### config.mk
export PLATFORM = sky130hd
export DESIGN_NAME = cgra_col_launcher
export DESIGN_NICKNAME = d
export VERILOG_FILES = /design/src/rtl/cgra_pkg.sv /design/src/rtl/cgra_col_group_tracker.sv /design/src/rtl/cgra_col_launcher.sv
export SDC_FILE = /design/constraint.sdc
export NUM_CORES = 1
export LEC_CHECK = 0
export BUFFER_PORTS_ARGS = -buffer_cell sky130_fd_sc_hd__buf_2
export CAP_MARGIN = 40
export CELL_PAD_IN_SITES_DETAIL_PLACEMENT = 1
export CELL_PAD_IN_SITES_GLOBAL_PLACEMENT = 1
export CORE_ASPECT_RATIO = 1.75
export CORE_UTILIZATION = 30
export DETAILED_ROUTE_END_ITERATION = 8
export HOLD_SLACK_MARGIN = 0.1
export PLACE_DENSITY = 0.68
export SETUP_SLACK_MARGIN = 0.2
export SYNTH_ARGS = -nofsm -noshare
export SYNTH_HDL_FRONTEND = slang
export SYNTH_SLANG_ARGS = --single-unit
### constraint.sdc
create_clock -name clk_i -period 5.9 [get_ports clk_i]
set_clock_uncertainty 0.2 [all_clocks]
set_input_delay 0.59 -clock clk_i [delete_from_list [all_inputs] [get_ports clk_i]]
set_output_delay 0.59 -clock clk_i [all_outputs]
set_load 0.02 [all_outputs]
### src/rtl/cgra_pkg.sv
package cgra_pkg;

  localparam int unsigned N_COL             = 4;
  localparam int unsigned IMEM_N_LINES_LOG2 = 5;

  typedef enum logic [1:0] {
    IDLE,
    LAUNCH,
    DRAIN
  } launch_fsm_t;

endpackage

### src/rtl/cgra_col_group_tracker.sv
module cgra_col_group_tracker
  import cgra_pkg::*;
#(
  parameter int unsigned N_COL = cgra_pkg::N_COL
) (
  input  logic             clk_i,
  input  logic             rst_i,
  input  logic             launch_i,
  input  logic [N_COL-1:0] launch_mask_i,
  input  logic [N_COL-1:0] col_done_i,
  output logic [N_COL-1:0] acc_end_o,
  output logic [N_COL-1:0] busy_o,
  output logic             stray_done_o
);

  logic [N_COL-1:0] busy_q;
  logic [N_COL-1:0] done_q;
  logic [N_COL-1:0] eff_done;
  logic [N_COL-1:0] grp_q [N_COL];

  // A group ends in the same cycle as its last done pulse; ends of several groups are OR-ed.
  always_comb begin
    eff_done  = done_q | col_done_i;
    acc_end_o = '0;
    for (int unsigned c = 0; c < N_COL; c++) begin
      if (busy_q[c] && ((eff_done & grp_q[c]) == grp_q[c])) begin
        acc_end_o = acc_end_o | grp_q[c];
      end
    end
  end

  assign stray_done_o = |(col_done_i & ~busy_q);
  assign busy_o       = busy_q;

  always_ff @(posedge clk_i) begin
    if (rst_i) begin
      busy_q <= '0;
      done_q <= '0;
      for (int unsigned c = 0; c < N_COL; c++) begin
        grp_q[c] <= '0;
      end
    end else begin
      busy_q <= (busy_q & ~acc_end_o) | (launch_i ? launch_mask_i : '0);
      done_q <= (done_q | (col_done_i & busy_q)) & ~acc_end_o;
      for (int unsigned c = 0; c < N_COL; c++) begin
        if (launch_i && launch_mask_i[c]) begin
          grp_q[c] <= launch_mask_i;
        end else if (acc_end_o[c]) begin
          grp_q[c] <= '0;
        end
      end
    end
  end

endmodule

### src/rtl/cgra_col_launcher.sv
module cgra_col_launcher
  import cgra_pkg::*;
#(
  parameter int unsigned N_COL    = cgra_pkg::N_COL,
  parameter int unsigned PC_WIDTH = cgra_pkg::IMEM_N_LINES_LOG2
) (
  input  logic                clk_i,
  input  logic                rst_i,
  input  logic [N_COL-1:0]    acc_req_i,
  input  logic [PC_WIDTH-1:0] pc_start_i,
  input  logic [N_COL-1:0]    col_done_i,
  output logic                acc_ack_o,
  output logic [N_COL-1:0]    col_start_o,
  output logic [PC_WIDTH-1:0] col_pc_o,
  output logic [N_COL-1:0]    acc_end_o,
  output logic [N_COL-1:0]    col_busy_o,
  output logic                err_o
);

  launch_fsm_t         state_q, state_d;
  logic [N_COL-1:0]    acc_req_q;
  logic [PC_WIDTH-1:0] pc_q;
  logic                err_q;
  logic                capture;
  logic                launch;
  logic                overlap_err;
  logic                stray_done;

  cgra_col_group_tracker #(
    .N_COL (N_COL)
  ) u_tracker (
    .clk_i         (clk_i),
    .rst_i         (rst_i),
    .launch_i      (launch),
    .launch_mask_i (acc_req_q),
    .col_done_i    (col_done_i),
    .acc_end_o     (acc_end_o),
    .busy_o        (col_busy_o),
    .stray_done_o  (stray_done)
  );

  always_comb begin
    state_d     = state_q;
    capture     = 1'b0;
    launch      = 1'b0;
    overlap_err = 1'b0;
    case (state_q)
      IDLE: begin
        if (|acc_req_i) begin
          if (~|(acc_req_i & col_busy_o)) begin
            state_d = LAUNCH;
            capture = 1'b1;
          end else begin
            overlap_err = 1'b1;
          end
        end
      end
      LAUNCH: begin
        launch  = 1'b1;
        state_d = DRAIN;
      end
      DRAIN:   state_d = IDLE;
      default: state_d = IDLE;
    endcase
  end

  assign acc_ack_o   = launch;
  assign col_start_o = launch ? acc_req_q : '0;
  assign col_pc_o    = launch ? pc_q : '0;
  assign err_o       = err_q;

  always_ff @(posedge clk_i) begin
    if (rst_i) begin
      state_q   <= IDLE;
      acc_req_q <= '0;
      pc_q      <= '0;
      err_q     <= 1'b0;
    end else begin
      state_q <= state_d;
      if (capture) begin
        acc_req_q <= acc_req_i;
        pc_q      <= pc_start_i;
      end
      if (overlap_err || stray_done) begin
        err_q <= 1'b1;
      end
    end
  end

endmodule

Yosys cells after proc, flatten, opt, wreduce, memory -nomap -nowiden
Memory sizes are Yosys's and may differ from the RTL's.
Cells that the tools add are included.
Widths: inputs -> output; s select.
{"block": "classes", "n_bitwise": 25, "n_eq_ne": 7, "n_mux": 54, "n_reduce_logical": 14}
{"operator": "$mux 4", "count": 13}
{"operator": "$mux 1", "count": 37}
{"operator": "$and 4x4->4", "count": 9}
{"operator": "$or 4x4->4", "count": 6}
{"operator": "$eq 4x4->1", "count": 4}
{"operator": "$reduce_or 4->1", "count": 3}
{"operator": "$logic_and 1x1->1", "count": 8}
{"operator": "$not 4->4", "count": 2}
{"operator": "$or 1x1->1", "count": 8}
{"operator": "$mux 5", "count": 1}
{"operator": "$mux 2", "count": 2}
{"operator": "$ne 2x2->1 const B", "count": 2}
{"operator": "$pmux 2 s2", "count": 1}
{"operator": "$eq 2x1->1 const B", "count": 1}
{"operator": "$logic_not 2->1", "count": 1}
{"operator": "$reduce_and 2->1", "count": 1}
{"operator": "$logic_or 1x1->1", "count": 1}
{"block": "totals", "memories": 1, "input_bits": 15, "wordCells": 107, "register_bits": 20, "ramBits": 16, "out_inout_bits": 19}
{"memory": "u_tracker.grp_q", "depth": 4, "width": 4, "rd": 4, "rd_clocked_by_memory_dff": 0, "write_ports": 4, "line": "cgra_col_group_tracker.sv:19", "text": "logic [N_COL-1:0] grp_q [N_COL];"}

Longest topological paths before layout
{"block": "depth", "depth_word": 16, "ltp_mapped": 7, "ltp_nobuf": 5}

Cells and area by module
A second synthesis with hierarchy kept.
{"block": "unflattened", "hier_cells": 196, "area_unflattened_um2": 2009.4}
{"mod": "cgra_col_group_tracker", "area_per_inst_um2": 1410.1, "n_inst": 1, "cells_per_inst": 133, "seq_area_each_um2": 640.6}
{"mod": "cgra_col_launcher", "area_per_inst_um2": 599.3, "n_inst": 1, "cells_per_inst": 63, "seq_area_each_um2": 240.2}

Least setup slack after synthesis
No wires, ideal clock.
{"block": "synth_path", "path_type": "input -> output", "start": "input col_done_i[3]", "end": "output acc_end_o[1]", "t_arrival_ns": 1.840, "required_ns": 5.110, "path_stages": 5, "setup_slack_ns": 3.270, "path_buffers": 1, "cell_sequence": "buf_6 > or3b_1 > a21boi_1 > a211o_1 > or2_2"}
{"block": "synth_between", "elab_chain_len": 11, "word_cells_on_any_way": 20, "cone_classes": "4 x eq/ne; 4 x mux; 8 x bitwise; 4 x reduce/logical"}
{"element": "start, declared", "line": "cgra_col_launcher.sv:11", "text": "input logic [N_COL-1:0] col_done_i,"}
{"element": "$or 4x4->4 *", "line": "cgra_col_group_tracker.sv:23", "text": "eff_done = done_q | col_done_i;"}
{"element": "$and 4x4->4", "line": "cgra_col_group_tracker.sv:26", "text": "if (busy_q[c] && ((eff_done & grp_q[c]) == grp_q[c])) begin"}
{"element": "$eq 4x4->1", "line": "cgra_col_group_tracker.sv:26"}
{"element": "$logic_and 1x1->1", "line": "cgra_col_group_tracker.sv:26"}
{"element": "$mux 4", "line": "cgra_col_group_tracker.sv:26"}
{"element": "$or 4x4->4", "line": "cgra_col_group_tracker.sv:27", "text": "acc_end_o = acc_end_o | grp_q[c];"}
{"element": "$mux 4", "line": "cgra_col_group_tracker.sv:26"}
{"element": "$or 4x4->4", "line": "cgra_col_group_tracker.sv:27"}
{"element": "$mux 4", "line": "cgra_col_group_tracker.sv:26"}
{"element": "$or 4x4->4", "line": "cgra_col_group_tracker.sv:27"}
{"element": "$mux 4 *", "line": "cgra_col_group_tracker.sv:26"}
{"element": "end, declared", "line": "cgra_col_launcher.sv:15", "text": "output logic [N_COL-1:0] acc_end_o,"}
Every way passes the cells marked *; elsewhere a longest branch is shown, timed or not.

Worst setup path after layout
Same ends and word-level chain as after synthesis.

==> results.toml <==
[outcome]
outcome = "completed"

[placement]
place_congestion = 0.861
hpwl_um = 4190
port_buffers = 33
dpl_cell_area_um2 = 2060

[detailed_routing]
routed_via_density = 5.48
wl_met1_um = 1900
vias = 1639
post-route-drc-count = 0
routed_wl_um = 5360
drt_iter0_drc = 18
wl_met2_um = 2940
top_layer = "met4"
wl_met3_um = 183
antenna_left = 0
wl_per_cell_um = 17.9
first_pass_iters = 4

[final_layout]
syn_to_final_growth_pct = 16.3
final_area_um2 = 2160
final_layout_size_suffix_gt1_share_pct = 21.3
final_net_count = 235
n_antenna_cell = 0
fin_util_pct = 36.5
fillers = 730

[clock_tree]
cts.sinks = 36
ctsResizeCount = 0
cts_tree = "done"
clk_pin_slew_ps = 70
htreeDepth = 2
clockBufferDepth = 2
cts_root_buf = "clkbuf_8"
cts_buffers = 5
clk_latency_ps = 290
postCtsSetupRepairBufs = 0
ctsHoldBuffers = 0

[die]
core_um2 = 5930
die_x_um = 61.6
rows = 37
ioPinCount = 34
start_util_pct = 31.4
die_h_um = 106
fp.dieArea_um2 = 6540

[logic_synthesis]
synth_common_cells = "dfxtp_1, nor2_1, edfxtp_1, and2_1, nor3b_1"
synth_area_um2 = 1860
ys_seq_elements = 36
avgSynthCellArea_um2 = 9.55
synth_edf_count = 16
netlist-cell-type-count = 37
yosys.area.top_type = "edfxtp_1"
ys.flop_type = "dfxtp_1"
synth_area_leaders = "edfxtp_1, dfxtp_1, nor3b_1"
syn_inst = 195
yosys.area.top_type_share_pct = 25.8
async_flop_share_pct = 0
syn_nets = 210
yosys_warnings = 0
ys_seq_area_share_pct = 47.3

[sta]
drv_slew = 0
maxSlewHeadroom_pct = 52.9
finalHoldViolations = 0
holdWs_ps = 303
fin_tns_setup_ps = 0
max_freq_mhz = 346
worst_pin_slew_ps = 705
grt_setup_unrepaired = "no"
setup_violations = 0
period_needed_ps = 2890
fin_crit_sh_pct = 48.9

[power]
power_density_nw_per_um2 = 288
leakagePower_nw = 0.984
ir_worst_vdd_v = 0.000130

[global_route]
overflow = 0
gr-usage-all-layers_pct = 18.3
grt_max_degree = 20
grt_pass1_wl_um = 8490
first_global_vias = 1684
antenna_found_initial = 0

[job]
maxCapViolations = 0

[critical_path]
startpoint_type = "primary input"
path_cells = "buf_2 > or3b_1 > a21boi_1 > a211o_1 > or2_2 > buf_2"
crit_required_ps = 5110
critPathMaxFanout = 10
end_kind = "primary output"
reg2reg_slack_ps = 3620
critPathKind = "primary input to primary output"
max_stage_delay_ps = 400
cp_common_cell = "buf_2"
slowest_stage = "or3b_1"
crit_arrival_ps = 2100

[min_path]
hp-class = "flip-flop to flip-flop"
[metrics by stage]
| step | cells | total power [mW] | setup WS, ps |
|---|---|---|---|
| after global routing | 299 | 0.654 | 2930 |
| final | 299 | 0.624 | 3010 |
| after detailed placement | 291 | 0.417 | 3020 |
| after global placement | 291 | 0.414 | 3040 |
| after CTS | 299 | 0.631 | 3010 |
| after floorplan | 195 | 0.381 | 3270 |
[layer usage]
layer	up-vias	track usage (%)
met4	0	13.3
met5	-	0
met2	47	32.1
met3	17	2.92
met1	808	18.2
li1	767	-
[path summary, 6_finish.rpt]
check,from,end,cells after the start
worst max-delay path,col_done_i[3],acc_end_o[1],6
worst min-delay path,pc_q[4],pc_q[4],2
worst min register to register,pc_q[4],pc_q[4],2
worst max register to register,u_tracker.done_q[2],u_tracker.grp_q[0][1],4
[sequential cells by signal, summed over array words and instances, names as in the netlist]
name and count:
u_tracker.grp_q 16, u_tracker.busy_o 4, acc_req_q 4, u_tracker.done_q 4, pc_q 5, state_q 2, err_o 1
[cell families (layout without fill, tap and decap cells)]
| group | count (synthesis) | in the layout | synth area share, % |
|---|---|---|---|
| AO/OA/AOI/OAI | 33 | 33 | 13.0 |
| buffers and inverters | 24 | 50 | 5.44 |
| flip-flops | 36 | 36 | 47.3 |
| multiplexers | 9 | 9 | 4.84 |
| AND/OR/NAND/NOR | 93 | 93 | 29.4 |
[critical path: cells and delay by family]
| kind | cells | cell delay, ps |
|---|---|---|
| buffers and inverters | 2 | 330 |
| AND/OR/NAND/NOR | 2 | 680 |
| AO/OA/AOI/OAI | 2 | 490 |
[placed cells by master (no fill, tap or decap), drive strengths merged, types with 4 or more instances in the layout]
cell type  instances
nand4              5
mux2i              9
buf               33
nand2             11
and2              13
edfxtp            16
a21oi              7
dfxtp             20
inv                9
nor4               7
nor3b             13
clkbuf             6
and3               7
o211ai            11
nor2              20
or2                4
[layout make-up]
type | instances | area (um^2) | share of cell area [%]
clock buffers | 6 | 72.6 | 3.35
well taps | 78 | 97.6 | 4.51
inverters | 9 | 33.8 | 1.56
flip-flops and latches | 36 | 881 | 40.7
clock inverters | 2 | 35.0 | 1.62
multi-input cells | 135 | 880 | 40.6
repair buffers | 33 | 165 | 7.63
[report_power, final]
group / leakage [nW] / switching (mW) / internal (mW)
logic: 0.598 / 0.0628 / 0.0406
clock network: 0.0552 / 0.0894 / 0.125
registers: 0.331 / 0.0225 / 0.284
total: 0.984 / 0.175 / 0.450
No activity file was read; power rests on OpenSTA's default activity.
